==> src/rtl/user_ram_chk_pkg.sv <==
// Shared types, constants and the pattern function for the user RAM checker.
package user_ram_chk_pkg;

  typedef enum logic [2:0] {
    StIdle,
    StWaitInit,
    StWrite,
    StRead,
    StDrain,
    StDone
  } state_e;

  localparam int unsigned ERR_CNT_W = 8;
  localparam logic [ERR_CNT_W-1:0] ERR_SAT = 8'd255;

  // Wide result; callers truncate to their data width, which gives the modulo wrap.
  function automatic logic [31:0] data(input logic [31:0] addr, input logic [31:0] seed,
                                       input logic inv);
    logic [31:0] v;
    v = seed + addr;
    return inv ? ~v : v;
  endfunction

endpackage

==> src/rtl/user_ram_chk_scoreboard.sv <==
// Read-data scoreboard: delays {valid, addr, expected} by the RAM read latency, then compares,
// counts mismatches (saturating) and captures the first failing address.
module user_ram_chk_scoreboard
  import user_ram_chk_pkg::*;
#(
  parameter int unsigned ADDR_W       = 6,
  parameter int unsigned DATA_W       = 8,
  parameter int unsigned READ_LATENCY = 1
) (
  input  logic                 clk_i,
  input  logic                 rst_ni,
  input  logic                 clr_i,
  input  logic                 push_i,
  input  logic [ADDR_W-1:0]    addr_i,
  input  logic [DATA_W-1:0]    exp_i,
  input  logic [DATA_W-1:0]    rdata_i,
  output logic [ERR_CNT_W-1:0] err_count_o,
  output logic [ADDR_W-1:0]    first_err_addr_o
);

  logic              valid_q [READ_LATENCY];
  logic [ADDR_W-1:0] addr_q  [READ_LATENCY];
  logic [DATA_W-1:0] exp_q   [READ_LATENCY];

  logic [ERR_CNT_W-1:0] err_q, err_d;
  logic [ADDR_W-1:0]    first_q, first_d;
  logic                 mismatch;

  always_ff @(posedge clk_i) begin
    if (!rst_ni) begin
      for (int i = 0; i < int'(READ_LATENCY); i++) begin
        valid_q[i] <= 1'b0;
        addr_q[i]  <= '0;
        exp_q[i]   <= '0;
      end
    end else begin
      valid_q[0] <= push_i;
      addr_q[0]  <= addr_i;
      exp_q[0]   <= exp_i;
      for (int i = 1; i < int'(READ_LATENCY); i++) begin
        valid_q[i] <= valid_q[i-1];
        addr_q[i]  <= addr_q[i-1];
        exp_q[i]   <= exp_q[i-1];
      end
    end
  end

  assign mismatch = valid_q[READ_LATENCY-1] && (rdata_i != exp_q[READ_LATENCY-1]);

  always_comb begin
    err_d   = err_q;
    first_d = first_q;
    if (clr_i) begin
      err_d   = '0;
      first_d = '0;
    end else if (mismatch) begin
      if (err_q != ERR_SAT) err_d = err_q + 1'b1;
      // A zero count means no earlier mismatch in this run.
      if (err_q == '0) first_d = addr_q[READ_LATENCY-1];
    end
  end

  always_ff @(posedge clk_i) begin
    if (!rst_ni) begin
      err_q   <= '0;
      first_q <= '0;
    end else begin
      err_q   <= err_d;
      first_q <= first_d;
    end
  end

  assign err_count_o      = err_q;
  assign first_err_addr_o = first_q;

endmodule

==> config.mk <==
export PLATFORM = sky130hd
export DESIGN_NAME = user_ram_chk_scoreboard
export DESIGN_NICKNAME = d
export VERILOG_FILES = /design/src/rtl/user_ram_chk_pkg.sv /design/src/rtl/user_ram_chk_scoreboard.sv
export SDC_FILE = /design/constraint.sdc
export NUM_CORES = 1
export LEC_CHECK = 0
export BUFFER_PORTS_ARGS = -buffer_cell sky130_fd_sc_hd__buf_2
export CAP_MARGIN = 15
export CORE_ASPECT_RATIO = 0.7
export CORE_MARGIN = 3
export CORE_UTILIZATION = 25
export CTS_CLUSTER_DIAMETER = 120
export DETAILED_ROUTE_END_ITERATION = 16
export PLACE_DENSITY = 0.55
export SLEW_MARGIN = 0
export SYNTH_ARGS = -nofsm -noshare
export SYNTH_HDL_FRONTEND = slang
export SYNTH_SLANG_ARGS = --single-unit
==> constraint.sdc <==
create_clock -name clk_i -period 1.5 [get_ports clk_i]
set_input_delay 0.3 -clock clk_i [delete_from_list [all_inputs] [get_ports clk_i]]
set_output_delay 0.3 -clock clk_i [all_outputs]
set_load 0.05 [all_outputs]
==> results of run 1 <==
[sequential cells by signal, summed over array words and instances, names as in the netlist]
signal            count
addr_q                6
err_count_o           8
exp_q                 8
first_err_addr_o      6
valid_q               1
[cells by family after synthesis]
| kind of cell | share of synthesized area [%] |
|---|---|
| flip-flops | 47.3 |
| buffers and inverters | 3.57 |
| AND/OR/NAND/NOR | 27.0 |
| XOR/XNOR | 5.71 |
| AO/OA/AOI/OAI | 14.3 |
| adder cells (fa/ha/maj) | 2.04 |
[layout by cell type (no fill, tap or decap), drive strengths merged]
master,netlist,routed
a211o,1,1
a211oi,1,1
a21oi,11,11
a311oi,1,1
a31oi,1,1
a41o,1,1
and2,16,16
and3,2,2
and3b,1,1
and4,1,1
and4b,1,1
buf,2,57
clkbuf,2,6
clkinv,0,2
dfxtp,29,29
ha,2,2
inv,3,3
nand2,8,8
nand3,9,9
nand3b,1,1
nand4,2,2
nor2,2,2
nor2b,2,2
nor3,1,1
nor4,3,3
o211ai,3,3
o21ai,8,8
or2b,1,1
or3,3,3
or4,1,1
xor2,8,8
[metrics by stage]
stage          setup slack [ns]  hold slack (ns)
2_1_floorplan           0.00176            0.422
3_3_place_gp            -0.0986            0.448
3_5_place_dp             -0.116            0.450
4_1_cts                  0.0113            0.212
5_1_grt                 -0.0277            0.212
6_report                 0.0586            0.216
[where the power goes]
group | switching (mW) | internal (mW)
combinational | 0.0757 | 0.0721
clock | 0.310 | 0.371
sequential | 0.0119 | 0.794
total | 0.397 | 1.24
[critical path, delay by kind of cell (launching register included)]
| kind | cells | cell delay [ns] |
|---|---|---|
| AO/OA/AOI/OAI | 3 | 0.62 |
| flip-flops | 1 | 0.32 |
| XOR/XNOR | 1 | 0.16 |
| buffers and inverters | 1 | 0.15 |
| AND/OR/NAND/NOR | 1 | 0.07 |
[layer usage]
metal	vias up	global-route usage [%]	routed length [um]
li1	565	-	-
met1	495	14.2	1520
met2	23	15.4	1310
met3	2	3.60	118
met4	0	5.16	17
met5	-	0	0
[final cells by class]
class / instances / area [um2]
well taps: 66 / 82.6
clock buffers: 6 / 82.6
multi-input cells: 91 / 686
repair buffers: 57 / 330
flip-flops and latches: 29 / 603
inverters: 3 / 11.3
fillers: 469 / 2720
clock inverters: 2 / 13.8
[timing repair]
item,4_1_cts,5_1_grt
pin swaps,1,7
endpoints found under the setup margin,3,12
resized for setup,3,17
[synth_stat cells (3+ instances only)]
master / number / area, um2
o21ai_0: 6 / 30.0
o211ai_1: 3 / 22.5
nand2_1: 8 / 30.0
or3_1: 3 / 18.8
dfxtp_1: 29 / 581
and2_1: 16 / 100
nand3_1: 9 / 45.0
xor2_1: 8 / 70.1
a21oi_1: 10 / 50.1
inv_1: 3 / 11.3
[worst max-delay path by stage]
stage	startpoint	end	slack, ns	cells past startpoint
floorplan	err_count_o[1]$_SDFFE_PP0P_	err_count_o[2]$_SDFFE_PP0P_	0.002	7
global placement	rdata_i[0]	err_count_o[3]$_SDFFE_PP0P_	-0.1	7
detailed placement	rdata_i[6]	err_count_o[3]$_SDFFE_PP0P_	-0.12	7
CTS	exp_q[0][0]$_SDFF_PN0_	err_count_o[3]$_SDFFE_PP0P_	0.01	6
global route	exp_q[0][0]$_SDFF_PN0_	err_count_o[5]$_SDFFE_PP0P_	-0.03	6
finish	exp_q[0][6]$_SDFF_PN0_	first_err_addr_o[5]$_SDFFE_PP0P_	0.06	6
==> results.ini, run 1 <==
[placed_design]
placed_area_um2=1650
numPortBuffers=39
place_congestion=0.794
dp_cells=246
place.detailed.hpwl_um=2270

[clock_network]
htree_num_levels=2
clkSinkCount=29
clkTransAtPathRegs_ns=0.07
root_buffer=clkbuf_8
cts.path.max_buffers=2
insertion_delay_ns=0.28
ctsHoldBuffers=0
tritoncts=done
cts_setup_buffers=0
cts_buffers=5

[setup_path]
cpPeakStageDelay_ns=0.36
worstPathCellList=xor2_1, nor4_2, buf_4, a211o_4, o21ai_0, a21oi_1
critPathSlowestCell=a211o_4
crit_path_end_kind=register
cp-start-kind=register
rr_worst_depth=6
regToRegStartpoint=exp_q[0][6]$_SDFF_PN0_
path_class=reg2reg
cp_data_required_time_ns=1.67
r2r_slack_ns=0.06
crit_arrival_ns=1.61
r2r_end=first_err_addr_o[5]$_SDFFE_PP0P_
crit_path_max_fanout=6

[pwr]
peakVddDrop_mv=0.555
p_leak_nw=0.792
power_mw=1.63
powerDensity_nw_per_um2=903

[detailed_routing]
wl_per_cell_um=11.7
antenna_left=0
vias=1085
drc=0
via_per_inst=4.27
drt_first_pass_iters=4
drt-initial-drc-count=30
wirelength_um=2970

[synthesis]
avgSynthCellArea_um2=9.58
synth_ff_type=dfxtp_1
synth_edf_count=0
synth_area_um2=1230
synth_seq_area_share_pct=47.3
synth_fp_nets=156
synthCells=128
ys_ff_latch=29
synth.distinct_cells=36
async_flop_share_pct=0
yosys_warnings=0

[floorplan]
num_rows=20
io_pins=40
start_util_pct=27.1
core_area_um2=4530
die_y_um=64.6
dieArea_um2=5790
die-width_um=89.7

[sta]
fmax_mhz=694
max-slew-margin-rel_pct=81.6
tns_ns=0
skew_ns=0.00850
maxSlewViolCount=0
finalHoldViolations=0
worst_pin_slew_ns=0.276
finalCriticalPeriod_ns=1.44
rsz0062_at_grt=true
fin_crit_sh_pct=96.1
setup_violations=0

[final_layout]
post-route-util_pct=39.9
final_area_um2=1810
stdcell_count=254
finalNetCount=215
syn2layout_area_growth_pct=47.6
layout-drive-gt1-share_pct=52.7
diodes=0

[worst_hold_path]
holdPathEnd=exp_q[0][4]$_SDFF_PN0_
min_path_cells=2
hold_class=in2reg
min_from=exp_i[4]

[run_status]
run_status=finished, final reports clean

[global_route]
grt_pass1_vias=1003
grt_max_degree=17
grt_usage_pct=10.7
grt_pass1_wl_um=4810
grt-ovfl-total=0
antenna_found_initial=0

[flow_run]
maxCapViolations=0

No activity file was read; power rests on OpenSTA's default activity.
==> inputs of run 2 (changes only) <==
- ABC_AREA: default -> 1
- PLACE_DENSITY: 0.55 -> 0.54
==> run 2 against run 1 <==
Against the previous run:
- clock skew shrank 0.00075 ns
- core utilization shrank 5.8 points
- clock-buffer cell count shrank 1
- sequential power grew 1%
- synthesized cell count grew 67%
- synthesized area grew 19%
- global-route usage shrank 0.80 points
==> results.ini, run 2 <==
[synthesis]
ys_ff_latch=29  ; unchanged
synth_area_um2=1460  ; was 1230 um2
synth_fp_nets=242  ; was 156
synthCells=214  ; was 128
yosys.cell_count.top_type=nand2_1  ; was dfxtp_1
synth_edf_count=0  ; unchanged
yosys-top-cells-count=65 x nand2_1, 39 x inv_1, 29 x dfxtp_1  ; was 29 x dfxtp_1, 16 x and2_1, 10 x a21oi_1
async_flop_share_pct=0  ; unchanged
avgSynthCellArea_um2=6.84  ; was 9.58 um2
yosys-top-cells-area=dfxtp_1 40%, nand2_1 17%, inv_1 10%  ; was dfxtp_1 47%, and2_1 8.2%, xor2_1 5.7%
yosys_warnings=0  ; unchanged
synth_ff_type=dfxtp_1  ; unchanged
synth.distinct_cells=22  ; was 36
synth_seq_area_share_pct=39.7  ; was 47.3%
synth_top_area_share_pct=39.7  ; was 47.3%
yosys.area.top_type=dfxtp_1  ; unchanged

[flow_run]
maxCapViolations=0  ; unchanged

[clock_network]
root_buffer=clkbuf_8  ; unchanged
insertion_delay_ns=0.28  ; about the same
cts_buffers=5  ; unchanged
tritoncts=done  ; unchanged
htree_num_levels=2  ; unchanged
cts.path.max_buffers=2  ; unchanged
clkTransAtPathRegs_ns=0.07  ; about the same
clkSinkCount=29  ; unchanged

[global_route]
grt-ovfl-total=0  ; unchanged
grt_usage_pct=9.86  ; was 10.7%
grt_pass1_vias=1158  ; was 1003
grt_pass1_wl_um=5380  ; was 4810 um
grt_max_degree=16  ; was 17
antenna_found_initial=0  ; unchanged

[final_layout]
final_area_um2=1860  ; was 1810 um2
stdcell_count=331  ; was 254
syn2layout_area_growth_pct=27.1  ; was 47.6%
diodes=0  ; unchanged
mostFrequentLayoutCells=65 x nand2_1, 39 x inv_1, 39 x buf_2, 26 x dfxtp_1, 23 x nor2_1  ; was 39 x buf_2, 18 x buf_4, 15 x and2_1, 15 x dfxtp_1, 12 x dfxtp_2
final_common_cell=nand2_1  ; was buf_2
finalNetCount=286  ; was 215
layout-drive-gt1-share_pct=31.7  ; was 52.7%

[placed_design]
place.detailed.hpwl_um=2380  ; was 2270 um
place_congestion=0.736  ; was 0.794
placed_area_um2=1750  ; was 1650 um2
numPortBuffers=39  ; unchanged
place_ws_ns=0.0813  ; was -0.116 ns
dp_cells=323  ; was 246

[setup_path]
critPathBufInv=1  ; unchanged
crit_arrival_ns=1.08  ; was 1.61 ns
cp_data_required_time_ns=1.20  ; was 1.67 ns
cpPeakStageDelay_ns=0.47  ; was 0.36 ns
path_delay_family=flip-flops  ; was compound AO/OA/AOI/OAI gates
critPathSlowestCell=dfxtp_1  ; was a211o_4
path_class=reg2out  ; was reg2reg
crit_path_end_kind=output pin  ; was register
crit_path_max_fanout=6  ; unchanged
worstPathCellList=buf_2  ; was xor2_1, nor4_2, buf_4, a211o_4, o21ai_0, a21oi_1
cp-start-kind=register  ; unchanged

[floorplan]
io_pins=40  ; unchanged
die_y_um=70.0  ; was 64.6 um
die-width_um=97.5  ; was 89.7 um
dieArea_um2=6820  ; was 5790 um2
num_rows=22  ; was 20
start_util_pct=26.9  ; was 27.1%
core_area_um2=5450  ; was 4530 um2

[detailed_routing]
drt-initial-drc-count=74  ; was 30
drc=0  ; unchanged
vias=1280  ; was 1085
drt_first_pass_iters=4  ; unchanged
antenna_left=0  ; unchanged
via_per_inst=3.87  ; was 4.27
wl_per_cell_um=9.38  ; was 11.7 um
wirelength_um=3110  ; was 2970 um

[sta]
finalHoldViolations=0  ; unchanged
worst_pin_slew_ns=0.273  ; was 0.276 ns
setup_violations=0  ; unchanged
fin_crit_sh_pct=92.1  ; was 96.1%
skew_ns=0.00775  ; was 0.00850 ns
tns_ns=0  ; unchanged
max-slew-margin-rel_pct=81.8  ; was 81.6%
maxSlewViolCount=0  ; unchanged
holdWs_ns=0.196  ; was 0.216 ns
fmax_mhz=724  ; was 694 MHz
finalWorstSetupSlack_ns=0.119  ; was 0.0586 ns
finalCriticalPeriod_ns=1.38  ; was 1.44 ns

[pwr]
powerDensity_nw_per_um2=909  ; was 903 nW/um2
p_leak_nw=1.06  ; was 0.792 nW
peakVddDrop_mv=0.281  ; was 0.555 mV

[run_status]
run_status=finished, final reports clean  ; unchanged

[worst_hold_path]
hold_class=in2reg  ; unchanged

[run 2: kinds of logic (layout without fill, tap and decap cells)]
kind of cell	after synthesis	in the layout	synth area share (%)
DFF	29	29	39.7
xor gates and xnor gates	6	6	3.59
adders and majority gates	2	2	1.71
buffers and inverters	60	105	16.1
AOI/OAI and AO/OA	1	1	0.598
and+or+nand+nor	116	116	38.4
[run 2: worst paths after layout]
| check | depth (start not counted) | from | end | slack [ns] |
|---|---|---|---|---|
| hold / removal | 3 | exp_i[7] | exp_q[0][7]$_SDFF_PN0_ | 0.20 |
| setup / recovery | 1 | err_count_o[7]$_SDFFE_PP0P_ | err_count_o[7] | 0.12 |
| hold reg to reg | 2 | addr_q[0][1]$_SDFF_PN0_ | first_err_addr_o[1]$_SDFFE_PP0P_ | 0.47 |
| setup reg to reg | 8 | err_count_o[0]$_SDFFE_PP0P_ | first_err_addr_o[3]$_SDFFE_PP0P_ | 0.16 |
[run 2: area by class of cell]
class / count / area (um2)
flip-flops and latches: 29 / 589
fillers: 590 / 3590
clock inverters: 3 / 17.5
clock buffers: 5 / 68.8
repair buffers: 42 / 218
inverters: 55 / 206
multi-input cells: 125 / 671
well taps: 72 / 90.1
[run 2: stage by stage]
stage	util [%]	total power, mW
after global placement	32.1	1.07
after CTS	33.7	1.71
after global routing	34.1	1.79
after floorplan	-	0.998
after detailed placement	32.1	1.07
final	34.1	1.69
[run 2: report_power, final]
| group | switching [mW] | internal (mW) |
|---|---|---|
| logic | 0.151 | 0.0894 |
| registers | 0.0177 | 0.801 |
| clock network | 0.313 | 0.319 |
| total | 0.482 | 1.21 |
[run 2: worst reg2reg max path: stages, from the launching register on]
cell and delay, ns:
dfxtp_4 0.36, inv_1 0.10, ha_1 0.15, nand3_1 0.13
nor2_4 0.18, nand3_4 0.14, nand2_1 0.09, inv_1 0.04
nor2_1 0.10
[run 2: layer usage]
metal	global-route usage, %	up-vias	wire length, um
met5	0	-	0
met4	3.23	0	41
met3	5.19	5	216
met2	13.3	26	1260
met1	13.3	545	1590
li1	-	704	-
[run 2: timing repair]
| item | in CTS | in global routing |
|---|---|---|
| setup buffers | 0 | 0 |
| hold buffers | 0 | 0 |
| resized for setup | 0 | 4 |
| setup endpoints to repair | 0 | 10 |
==> inputs of run 3 (changes only) <==
- MAX_ROUTING_LAYER: default -> met4
==> run 3 against run 2 <==
Against the previous run:
- die area unchanged
- critical endpoint unchanged
- via count is 0.23% lower
- register-to-register slack is essentially flat
- core utilization unchanged
- highest routed layer unchanged
- power is essentially flat
- clock power about the same
- critical path depth unchanged
- largest cell class unchanged
==> results.ini, run 3 (same netlist as run 2, synthesis figures left out) <==
[clock_network]
htree_num_levels=2  ; unchanged
ctsHoldBuffers=0  ; unchanged
root_buffer=clkbuf_8  ; unchanged
clkSinkCount=29  ; unchanged
clkTransAtPathRegs_ns=0.07  ; about the same
cts.path.max_buffers=2  ; unchanged
cts_setup_buffers=0  ; unchanged
cts_buffers=5  ; unchanged
tritoncts=done  ; unchanged
insertion_delay_ns=0.28  ; about the same

[placed_design]
placed_area_um2=1750  ; unchanged
place.detailed.hpwl_um=2380  ; unchanged
place_ws_ns=0.0813  ; unchanged
numPortBuffers=39  ; unchanged
dp_cells=323  ; unchanged
place_congestion=0.746  ; was 0.736

[floorplan]
die_y_um=70.0  ; unchanged
core_area_um2=5450  ; unchanged
dieArea_um2=6820  ; unchanged
start_util_pct=26.9  ; unchanged
die-width_um=97.5  ; unchanged
io_pins=40  ; unchanged
num_rows=22  ; unchanged

[setup_path]
critPathSlowestCell=dfxtp_1  ; unchanged
worstPathCellList=buf_2  ; unchanged
crit_path_end_kind=output pin  ; unchanged
crit_arrival_ns=1.08  ; about the same
rr_worst_depth=8  ; unchanged
regToRegStartpoint=err_count_o[0]$_SDFFE_PP0P_  ; unchanged
cp-start-kind=register  ; unchanged
cp_data_required_time_ns=1.20  ; about the same
r2r_end=first_err_addr_o[3]$_SDFFE_PP0P_  ; unchanged
critPathBufInv=1  ; unchanged
path_class=reg2out  ; unchanged
crit_path_max_fanout=6  ; unchanged
path_delay_family=flip-flops  ; unchanged
r2r_slack_ns=0.15  ; was 0.16 ns
cpPeakStageDelay_ns=0.47  ; about the same

[global_route]
grt_max_degree=16  ; unchanged
antenna_found_initial=0  ; unchanged
grt_pass1_wl_um=5380  ; unchanged
grt_pass1_vias=1160  ; was 1158
grt-ovfl-total=0  ; unchanged
grt_usage_pct=10.1  ; was 9.86%

[sta]
maxSlewViolCount=0  ; unchanged
fmax_mhz=724  ; about the same
setup_violations=0  ; unchanged
finalCriticalPeriod_ns=1.38  ; about the same
finalHoldViolations=0  ; unchanged
skew_ns=0.00724  ; was 0.00775 ns
max-slew-margin-rel_pct=81.7  ; was 81.8%
tns_ns=0  ; unchanged
finalWorstSetupSlack_ns=0.118  ; was 0.119 ns
fin_crit_sh_pct=92.1  ; about the same
holdWs_ns=0.196  ; about the same
worst_pin_slew_ns=0.274  ; was 0.273 ns

[final_layout]
finalNetCount=286  ; unchanged
ff_latch_area_um2=589  ; unchanged
multi_input_area_um2=671  ; unchanged
mostFrequentLayoutCells=65 x nand2_1, 39 x inv_1, 39 x buf_2, 26 x dfxtp_1, 23 x nor2_1  ; unchanged
final_area_um2=1860  ; unchanged
stdcell_count=331  ; unchanged
final_common_cell=nand2_1  ; unchanged
final.fill_count=590  ; unchanged
syn2layout_area_growth_pct=27.1  ; unchanged
layout-drive-gt1-share_pct=31.7  ; unchanged
diodes=0  ; unchanged

[detailed_routing]
vias=1277  ; was 1280
antenna_left=0  ; unchanged
via_per_inst=3.86  ; was 3.87
wirelength_um=3120  ; was 3110 um
drt-initial-drc-count=70  ; was 74
drt_first_pass_iters=4  ; unchanged
drc=0  ; unchanged
wl_per_cell_um=9.43  ; was 9.38 um

[flow_run]
maxCapViolations=0  ; unchanged

[pwr]
p_leak_nw=1.06  ; unchanged
powerDensity_nw_per_um2=910  ; was 909 nW/um2
peakVddDrop_mv=0.282  ; was 0.281 mV

[run_status]
run_status=finished, final reports clean  ; unchanged

[worst_hold_path]
holdPathEnd=exp_q[0][7]$_SDFF_PN0_  ; unchanged
hold_class=in2reg  ; unchanged
min_path_cells=3  ; unchanged
min_from=exp_i[7]  ; unchanged

[run 3: cell counts in the layout (fill, tap and decap cells not counted)]
Identical to the previous run, type by type.
[run 3: layout make-up]
class                           instances  area share [%]
Multi-Input combinational cell        125            36.0
Timing Repair Buffer                   42            11.7
Clock buffer                            5            3.70
Tap cell                               72            4.84
Clock inverter                          3           0.941
Sequential cell                        29            31.7
Inverter                               55            11.1
[run 3: worst max-delay path by stage]
stage                                                  end  cells after the start                   startpoint
after global routing      first_err_addr_o[3]$_SDFFE_PP0P_                      8  err_count_o[0]$_SDFFE_PP0P_
final                                       err_count_o[7]                      1  err_count_o[7]$_SDFFE_PP0P_
after floorplan                err_count_o[0]$_SDFFE_PP0P_                      7  err_count_o[3]$_SDFFE_PP0P_
after CTS                 first_err_addr_o[4]$_SDFFE_PP0P_                      8  err_count_o[0]$_SDFFE_PP0P_
after detailed placement       err_count_o[2]$_SDFFE_PP0P_                     11                   rdata_i[5]
after global placement    first_err_addr_o[0]$_SDFFE_PP0P_                     11                   rdata_i[5]
[run 3: power by group]
group	switching [mW]	internal (mW)	total (mW)
clock network	0.313	0.319	0.633
registers	0.0177	0.801	0.818
logic	0.152	0.0894	0.241
[run 3: repair_timing]
item,CTS,global route
endpoints found under the setup margin,0,10
endpoints found under the hold margin,0,0
gates resized for setup,0,4
[run 3: stage by stage]
| step | power, mW | util, % |
|---|---|---|
| 3_5_place_dp | 1.07 | 32.1 |
| 5_1_grt | 1.79 | 34.1 |
| 6_report | 1.69 | 34.1 |
| 4_1_cts | 1.71 | 33.7 |
| 2_1_floorplan | 0.998 | - |
| 3_3_place_gp | 1.07 | 32.1 |
[run 3: metal layers]
layer,vias to the layer above,global-route usage (%),part of all wire [%]
met2,24,13.3,40
met5,-,-,0
met3,5,4.89,5.9
met1,546,13.5,52
li1,702,-,-
met4,0,3.23,1.5
